`src/rtl/imem_loader_pkg.sv`:
```
// Purpose: shared state encoding and sizing constants for the instruction-memory loader.
// Latency: n/a (types, constants and a pure helper only).
// Backpressure: n/a.
//
// The byte-address/word-index shift also lives here because the instruction
// memory read port decodes the same byte address bits [ADDR_W+1:2].
package imem_loader_pkg;

    // Length header is a fixed two-byte big-endian field.
    localparam int LEN_BYTES      = 2;
    // Instructions are 32-bit words streamed MSB first.
    localparam int BYTES_PER_WORD = 4;
    // Byte address = word index << WORD_SHIFT.
    localparam int WORD_SHIFT     = 2;

    typedef enum logic [2:0] {
        IDLE,
        LEN_HI,
        LEN_LO,
        DATA,
        WRITE,
        CHK,
        DONE,
        ERR
    } state_t;

    // Word index to word-aligned byte address.
    function automatic logic [31:0] word_to_byte_addr(input logic [31:0] word_idx);
        return word_idx << WORD_SHIFT;
    endfunction

endpackage

```
`src/rtl/imem_loader_word_assembler.sv`:
```
// Purpose: assembles big-endian 32-bit words from a byte stream (shift register + byte counter).
// Latency: combinational completion; word/word_ready are valid in the same cycle as the 4th byte.
// Backpressure: none of its own; the parent only asserts byte_take on accepted bytes.
//
// Ports:
//   clk, reset   - clock, synchronous active-high reset
//   clear        - restart the byte count (parent drives it whenever it is not collecting data)
//   byte_take    - a data byte is transferred this cycle
//   byte_data    - the byte being transferred
//   word_ready   - this byte completes a word
//   word         - assembled word; first byte received sits in bits [31:24]
module imem_word_assembler
    import imem_loader_pkg::*;
(
    input  logic        clk,
    input  logic        reset,
    input  logic        clear,
    input  logic        byte_take,
    input  logic [7:0]  byte_data,
    output logic        word_ready,
    output logic [31:0] word
);

    logic [23:0] shift_q;
    logic [1:0]  cnt_q;

    // The completing byte is not yet in the shift register, so it is spliced
    // in as the low byte here; this lets the parent register the word on the
    // same edge that accepts the last byte.
    assign word       = {shift_q, byte_data};
    assign word_ready = byte_take && (cnt_q == 2'(BYTES_PER_WORD - 1));

    always_ff @(posedge clk) begin
        if (reset) begin
            shift_q <= '0;
            cnt_q   <= '0;
        end else if (clear) begin
            cnt_q   <= '0;
        end else if (byte_take) begin
            shift_q <= {shift_q[15:0], byte_data};
            // Wraps back to zero after the 4th byte, ready for the next word.
            cnt_q   <= cnt_q + 2'd1;
        end
    end

endmodule

```
`src/rtl/imem_loader.sv`:
```
// Purpose: fills the instruction RAM from a byte stream (length header + big-endian words), holding the CPU meanwhile.
// Latency: a RAM write issues the cycle after a word's 4th byte; done pulses the cycle after the final write (or after the header for len==0).
// Backpressure: byte_ready is low for one bubble cycle per word (WRITE) and outside an active load; bytes move only on byte_valid && byte_ready.
//
// Ports:
//   clk, reset            - clock, synchronous active-high reset
//   start                 - one-cycle pulse, begin a load (honoured in IDLE and ERR only)
//   byte_valid/byte_data  - incoming stream byte
//   byte_ready            - loader takes the byte this cycle
//   mem_we/mem_addr/mem_wdata - RAM write port; address is a word-aligned byte address, held between writes
//   cpu_hold              - keep the CPU stalled while loading or after an error
//   done                  - one-cycle pulse on successful completion
//   error                 - sticky; set on oversize length (or checksum mismatch), cleared by start
//
// Build option IMEM_LOADER_CHECKSUM_EN: after the last word (or straight after
// the header when len==0) one trailer byte is accepted and must equal the XOR
// of every header and data byte, otherwise the load ends in ERR.
module imem_loader
    import imem_loader_pkg::*;
#(
    parameter int ADDR_W = 8,
    parameter int LEN_W  = 16
) (
    input  logic        clk,
    input  logic        reset,
    input  logic        start,
    input  logic        byte_valid,
    input  logic [7:0]  byte_data,
    output logic        byte_ready,
    output logic        mem_we,
    output logic [31:0] mem_addr,
    output logic [31:0] mem_wdata,
    output logic        cpu_hold,
    output logic        done,
    output logic        error
);

    state_t                  state;
    logic [7:0]              len_hi_q;
    logic [LEN_W-1:0]        len_q;
    logic [ADDR_W-1:0]       word_idx;

    logic                    take;
    logic                    asm_take;
    logic                    asm_clear;
    logic                    word_ready;
    logic [31:0]             word;

    logic [LEN_BYTES*8-1:0]  hdr_len;
    logic [LEN_W-1:0]        len_next;
    logic                    len_oversize;
    logic                    last_word;

    assign take      = byte_valid && byte_ready;
    assign asm_take  = take && (state == DATA);
    assign asm_clear = (state != DATA);

    // Full length as seen on the edge that accepts the low header byte.
    assign hdr_len      = {len_hi_q, byte_data};
    assign len_next     = LEN_W'(hdr_len);
    // len == 2**ADDR_W exactly fills the RAM and is legal.
    assign len_oversize = 32'(len_next) > (32'd1 << ADDR_W);
    assign last_word    = (32'(word_idx) + 32'd1) == 32'(len_q);

    imem_word_assembler u_asm (
        .clk        (clk),
        .reset      (reset),
        .clear      (asm_clear),
        .byte_take  (asm_take),
        .byte_data  (byte_data),
        .word_ready (word_ready),
        .word       (word)
    );

`ifdef IMEM_LOADER_CHECKSUM_EN
    logic [7:0] csum_q;

    // Running XOR of header and data bytes; the trailer byte (taken in CHK)
    // is compared against it, never folded in.
    always_ff @(posedge clk) begin
        if (reset) begin
            csum_q <= '0;
        end else if (start && (state == IDLE || state == ERR)) begin
            csum_q <= '0;
        end else if (take && (state != CHK)) begin
            csum_q <= csum_q ^ byte_data;
        end
    end
`endif

    always_ff @(posedge clk) begin
        if (reset) begin
            state      <= IDLE;
            byte_ready <= 1'b0;
            mem_we     <= 1'b0;
            mem_addr   <= '0;
            mem_wdata  <= '0;
            cpu_hold   <= 1'b0;
            done       <= 1'b0;
            error      <= 1'b0;
            len_hi_q   <= '0;
            len_q      <= '0;
            word_idx   <= '0;
        end else begin
            // Single-cycle strobes.
            mem_we <= 1'b0;
            done   <= 1'b0;

            case (state)
                IDLE: begin
                    if (start) begin
                        state      <= LEN_HI;
                        byte_ready <= 1'b1;
                        cpu_hold   <= 1'b1;
                        error      <= 1'b0;
                    end
                end

                LEN_HI: begin
                    if (take) begin
                        len_hi_q <= byte_data;
                        state    <= LEN_LO;
                    end
                end

                LEN_LO: begin
                    if (take) begin
                        len_q    <= len_next;
                        word_idx <= '0;
                        if (len_next == '0) begin
`ifdef IMEM_LOADER_CHECKSUM_EN
                            // Header-only stream still carries a trailer.
                            state <= CHK;
`else
                            state      <= DONE;
                            byte_ready <= 1'b0;
                            done       <= 1'b1;
                            cpu_hold   <= 1'b0;
`endif
                        end else if (len_oversize) begin
                            state      <= ERR;
                            byte_ready <= 1'b0;
                            error      <= 1'b1;
                        end else begin
                            state <= DATA;
                        end
                    end
                end

                DATA: begin
                    // word_ready implies a byte was taken in DATA this cycle.
                    if (word_ready) begin
                        state      <= WRITE;
                        byte_ready <= 1'b0;
                        mem_we     <= 1'b1;
                        mem_addr   <= word_to_byte_addr(32'(word_idx));
                        mem_wdata  <= word;
                    end
                end

                WRITE: begin
                    if (last_word) begin
`ifdef IMEM_LOADER_CHECKSUM_EN
                        state      <= CHK;
                        byte_ready <= 1'b1;
`else
                        state      <= DONE;
                        done       <= 1'b1;
                        cpu_hold   <= 1'b0;
`endif
                    end else begin
                        word_idx   <= word_idx + ADDR_W'(1);
                        state      <= DATA;
                        byte_ready <= 1'b1;
                    end
                end

`ifdef IMEM_LOADER_CHECKSUM_EN
                CHK: begin
                    if (take) begin
                        byte_ready <= 1'b0;
                        if (byte_data == csum_q) begin
                            state    <= DONE;
                            done     <= 1'b1;
                            cpu_hold <= 1'b0;
                        end else begin
                            state <= ERR;
                            error <= 1'b1;
                        end
                    end
                end
`endif

                DONE: begin
                    state <= IDLE;
                end

                ERR: begin
                    // cpu_hold and error stay asserted until a new load starts.
                    if (start) begin
                        state      <= LEN_HI;
                        byte_ready <= 1'b1;
                        error      <= 1'b0;
                    end
                end

                default: begin
                    state      <= IDLE;
                    byte_ready <= 1'b0;
                    cpu_hold   <= 1'b0;
                end
            endcase
        end
    end

endmodule
```
`config.mk`:
```
export PLATFORM = sky130hd
export DESIGN_NAME = imem_loader
export DESIGN_NICKNAME = d
export VERILOG_FILES = /design/src/rtl/imem_loader_pkg.sv /design/src/rtl/imem_loader_word_assembler.sv /design/src/rtl/imem_loader.sv
export SDC_FILE = /design/constraint.sdc
export NUM_CORES = 1
export LEC_CHECK = 0
export ABC_AREA = 1
export BUFFER_PORTS_ARGS = -buffer_cell sky130_fd_sc_hd__buf_2
export CAP_MARGIN = 5
export CORE_ASPECT_RATIO = 1.25
export CORE_MARGIN = 10
export CORE_UTILIZATION = 62
export CTS_BUF_LIST = sky130_fd_sc_hd__clkbuf_8
export DETAILED_ROUTE_END_ITERATION = 10
export GPL_TIMING_DRIVEN = 0
export HOLD_SLACK_MARGIN = 0.1
export PLACE_DENSITY = 0.94
export RECOVER_POWER = 25
export SYNTH_ARGS = -nofsm -noshare
export SYNTH_HDL_FRONTEND = slang
export SYNTH_SLANG_ARGS = --single-unit
```
`constraint.sdc`:
```
create_clock -name clk -period 4.9 [get_ports clk]
set_clock_uncertainty 0.15 [all_clocks]
set_input_delay 0.735 -clock clk [delete_from_list [all_inputs] [get_ports clk]]
set_output_delay 0.735 -clock clk [all_outputs]
set_load 0.05 [all_outputs]
```
==> metrics.txt <==
# TYPE chip_impl_metric gauge
chip_impl_metric{name="use_met3",unit=""} 0.0417
chip_impl_info{name="clk_root_buffer_cell",value="sky130_fd_sc_hd__clkbuf_8"} 1
chip_impl_info{name="regToRegEndpoint",value="mem_wdata[6]"} 1
chip_impl_metric{name="clock_power_share",unit=""} 0.267
chip_impl_metric{name="floorplan.core_area",unit="µm²"} 7060
chip_impl_metric{name="gpl.final_weighted_congestion",unit=""} 0.917
chip_impl_info{name="crit_path_cell_trace",value="inv_1 > nand2_1 > nor2_1 > nand2_1 > inv_1 > buf_2 > o21ai_0 > a21oi_1"} 1
chip_impl_metric{name="hpwl",unit="mm"} 9.38
chip_impl_metric{name="antenna_left",unit=""} 0
chip_impl_metric{name="ys_async_sr_fraction",unit=""} 0
chip_impl_metric{name="clock_sink_count",unit=""} 106
chip_impl_metric{name="grt_pass1_wl",unit="mm"} 20.5
chip_impl_metric{name="cpPeakStageDelay",unit="ps"} 500
chip_impl_metric{name="io_pins",unit=""} 81
chip_impl_metric{name="max-slew-margin-rel",unit=""} 0.580
chip_impl_metric{name="tightest_slew",unit="ps"} 632
chip_impl_metric{name="post_cts.repair.setup_buffers",unit=""} 0
chip_impl_metric{name="crit_required",unit="ps"} 5060
chip_impl_metric{name="synth_warnings",unit=""} 0
chip_impl_info{name="run_status",value="finished, final reports clean"} 1
chip_impl_metric{name="post_route_cells_drive_above_1_share",unit=""} 0.132
chip_impl_metric{name="min_path_cells",unit=""} 2
chip_impl_metric{name="power_switching",unit="mW"} 0.709
chip_impl_metric{name="drv_cap",unit=""} 0
chip_impl_info{name="layout.cells.most_common",value="sky130_fd_sc_hd__nand2_1"} 1
chip_impl_metric{name="final_min_period_over_clock_period",unit=""} 0.494
chip_impl_metric{name="post_synth_num_cell_types",unit=""} 32
chip_impl_info{name="critPathCaptureType",value="register"} 1
chip_impl_info{name="dominantRegCellSynth",value="sky130_fd_sc_hd__dfxtp_1"} 1
chip_impl_metric{name="setup.reg_to_reg.worst_slack",unit="ps"} 2480
chip_impl_info{name="critical-path-top-delay-family",value="simple AND/OR/NAND/NOR gates"} 1
chip_impl_metric{name="initial_core_util",unit=""} 0.644
chip_impl_metric{name="final_period_minus_worst_setup_slack",unit="ps"} 2420
chip_impl_metric{name="h-tree-depth",unit=""} 3
chip_impl_metric{name="synth_top_cell_area_share",unit=""} 0.466
chip_impl_metric{name="tritoncts.num_buffers",unit=""} 9
chip_impl_info{name="yosys-top-cells-area",value="sky130_fd_sc_hd__dfxtp_1 (47%), sky130_fd_sc_hd__nand2_1 (9.4%), sky130_fd_sc_hd__o21ai_0 (7.9%), sky130_fd_sc_hd__a21oi_1 (7.0%), sky130_fd_sc_hd__nor2_1 (6.8%)"} 1
chip_impl_metric{name="final_critical_path_setup_slack",unit="ps"} 2480
chip_impl_metric{name="worst_setup_hold_path_clk_slew",unit="ps"} 100
chip_impl_metric{name="portBuffers",unit=""} 56
chip_impl_info{name="setup.worst_path.start_class",value="register"} 1
chip_impl_info{name="last_element_of_the_critical_path",value="mem_wdata[6]"} 1
chip_impl_metric{name="pre_cts_setup_slack",unit="ps"} 2410
chip_impl_metric{name="routed_wl",unit="mm"} 12.7
chip_impl_metric{name="setup-tns-final",unit="ps"} 0
chip_impl_metric{name="drt-pass1-iter-count",unit=""} 6
chip_impl_metric{name="clk_latency",unit="ps"} 390
chip_impl_metric{name="flow.area_growth_from_synthesis",unit="%"} 13.6
chip_impl_metric{name="grt-ovfl-total",unit=""} 0
chip_impl_metric{name="power_frac_comb",unit=""} 0.247
chip_impl_metric{name="first_global_vias",unit=""} 4291
chip_impl_metric{name="die_area",unit="µm²"} 11200
chip_impl_metric{name="synth_sequential_area_ratio",unit=""} 0.466
chip_impl_metric{name="dpl_cell_area",unit="µm²"} 5030
chip_impl_metric{name="powerDensity",unit="nW/µm²"} 379
chip_impl_metric{name="maximum_vdd_drop",unit="mV"} 0.246
chip_impl_metric{name="pin_count_of_the_biggest_net_entering_global_routing",unit=""} 20
chip_impl_metric{name="setup_viol",unit=""} 0
chip_impl_info{name="leading_area_contributor_after_synthesis",value="sky130_fd_sc_hd__dfxtp_1"} 1
chip_impl_metric{name="die_h",unit="µm"} 116
chip_impl_metric{name="std_cell_rows",unit=""} 34
chip_impl_metric{name="route.vias.total",unit=""} 4421
chip_impl_metric{name="drt_iter0_drc",unit=""} 514
chip_impl_info{name="worstSetupPathType",value="register to register"} 1
chip_impl_metric{name="ys_seq_elements",unit=""} 106
chip_impl_metric{name="finalInstanceArea",unit="µm²"} 5170
chip_impl_metric{name="path_max_fanout",unit=""} 10
chip_impl_metric{name="globalRouteMet2Util",unit=""} 0.410
chip_impl_metric{name="finalHoldViolCount",unit=""} 0
chip_impl_metric{name="slew_violations",unit=""} 0
chip_impl_metric{name="achievable-frequency",unit="GHz"} 0.413
chip_impl_metric{name="post_drt_wl_per_cell",unit="µm"} 15.9
chip_impl_metric{name="post_synth_instance_area",unit="µm²"} 4550
chip_impl_info{name="rr_startpoint",value="state[2]"} 1
chip_impl_metric{name="post-route-drc-count",unit=""} 0
chip_impl_metric{name="met1_track_demand_over_resource",unit=""} 0.229
chip_impl_metric{name="antennaDiodeCount",unit=""} 0
chip_impl_metric{name="worst_r2r_path_depth",unit=""} 8
chip_impl_metric{name="internal_power",unit="mW"} 1.25
chip_impl_metric{name="total_leakage_power",unit="nW"} 2.35
chip_impl_metric{name="total_routing_usage_reported_by_global_routing",unit=""} 0.220
chip_impl_metric{name="cp.buffers_inverters",unit=""} 3
chip_impl_metric{name="cts_buffer_depth",unit=""} 2
chip_impl_metric{name="cp_data_arrival_time",unit="ps"} 2580
chip_impl_metric{name="cts-resized-gates",unit=""} 0
chip_impl_metric{name="antenna_found_initial",unit=""} 0
chip_impl_metric{name="synthCells",unit=""} 616
chip_impl_metric{name="syn-mean-instance-area",unit="µm²"} 7.39
chip_impl_metric{name="share_of_power_burned_in_registers",unit=""} 0.487
chip_impl_info{name="unrepaired_setup_endpoints_after_global_routing",value="false"} 1
chip_impl_info{name="gr-max-usage-layer",value="met2"} 1
chip_impl_info{name="crit_path_start",value="state[2]"} 1
chip_impl_metric{name="cts_hold_repair.buffers",unit=""} 0
chip_impl_info{name="mostFrequentLayoutCells",value="sky130_fd_sc_hd__nand2_1 (114), sky130_fd_sc_hd__dfxtp_1 (106), sky130_fd_sc_hd__nor2_1 (83)"} 1
chip_impl_metric{name="fillCellCount",unit=""} 586
chip_impl_metric{name="switching_share",unit=""} 0.362
chip_impl_metric{name="post_drt_via_cell_ratio",unit=""} 5.52
chip_impl_info{name="min_path_type",value="register to register"} 1
chip_impl_metric{name="synth-edff-count",unit=""} 0
chip_impl_metric{name="die_width",unit="µm"} 96.6
chip_impl_info{name="critical-path-slowest-cell",value="sky130_fd_sc_hd__nor2_1"} 1
chip_impl_info{name="clock_tree_from_tritoncts",value="built"} 1
chip_impl_metric{name="final_nets",unit=""} 720
chip_impl_metric{name="worst-path-stages",unit=""} 8
-- layout make-up --
| cell class | instances | area, µm² | share of cell area |
|---|---|---|---|
| sequential | 106 | 2120 | 0.411 |
| multi-input combinational | 425 | 1970 | 0.381 |
| buffer | 50 | 318 | 0.0615 |
| timing repair buffer | 56 | 239 | 0.0462 |
| inverter | 58 | 220 | 0.0426 |
| clock buffer | 9 | 124 | 0.0240 |
| tap | 90 | 113 | 0.0218 |
| clock inverter | 7 | 62.6 | 0.0121 |
-- kinds of logic (layout without fill, tap and decap cells) --
logic type / Yosys count / count (layout) / share of synthesized area
AOI/OAI and AO/OA: 145 / 145 / 0.164
xor gates and xnor gates: 1 / 1 / 0.00193
adders and majority gates: 2 / 2 / 0.00550
buffers and inverters: 108 / 180 / 0.118
DFF: 106 / 106 / 0.466
other: 1 / 24 / 0.000824
and+or+nand+nor: 253 / 253 / 0.243
-- sequential cells by signal, summed over array words and instances, names as in the netlist --
name	cells
word_idx	8
u_asm.cnt_q	2
u_asm.shift_q	24
mem_addr	8
mem_wdata	32
error	1
done	1
mem_we	1
cpu_hold	1
byte_ready	1
len_hi_q	8
state	3
len_q	16
-- metal layers --
metal / up-vias / share of wire / routed length, µm
li1: 2122 / - / -
met1: 1998 / 0.38 / 4830
met2: 234 / 0.51 / 6440
met3: 67 / 0.068 / 870
met4: 0 / 0.046 / 592
met5: - / 0 / 0
-- synthesized netlist by cell type (3+ instances only) --
cell	number
sky130_fd_sc_hd__nand2_1	114
sky130_fd_sc_hd__dfxtp_1	106
sky130_fd_sc_hd__nor2_1	82
sky130_fd_sc_hd__o21ai_0	72
sky130_fd_sc_hd__a21oi_1	64
sky130_fd_sc_hd__inv_1	57
sky130_fd_sc_hd__nand3_1	33
sky130_fd_sc_hd__buf_4	24
sky130_fd_sc_hd__clkbuf_1	12
sky130_fd_sc_hd__buf_2	10
sky130_fd_sc_hd__nand4_1	7
sky130_fd_sc_hd__nand2_2	3
sky130_fd_sc_hd__nor2_2	3
sky130_fd_sc_hd__nor2_4	3
sky130_fd_sc_hd__o21ai_1	3
-- worst min-delay path by stage --
stage,startpoint,end,slack (ps)
after floorplan,len_q[15],len_q[15],280
after global placement,len_q[15],len_q[15],290
after detailed placement,mem_wdata[25],mem_wdata[25],300
after CTS,mem_wdata[25],mem_wdata[25],320
after global routing,mem_wdata[25],mem_wdata[25],340
final,mem_addr[3],mem_addr[3],320
-- worst register-to-register path, delay by kind of cell, from the launching register on --
family | cells | cell delay, ps
AOI/OAI and AO/OA | 2 | 360
buffers and inverters | 3 | 600
DFF | 1 | 360
and+or+nand+nor | 3 | 900
-- power by group through the flow --
stage               combinational [mW]  clock (mW)  sequential, mW
floorplan                        0.364           0           0.983
global placement                 0.460           0           0.969
detailed placement               0.473           0           0.971
CTS                              0.478       0.518           0.952
global route                     0.536       0.547           0.959
finish                           0.483       0.522           0.953
-- stage by stage --
step	instances	util	hold WS, ps	power, mW
floorplan	639	-	280	1.35
global placement	785	0.712	290	1.43
finish	801	0.732	317	1.96
detailed placement	785	0.712	302	1.44
CTS	801	0.739	318	1.95
global route	801	0.732	337	2.04
(Power assumes the default switching activity.)
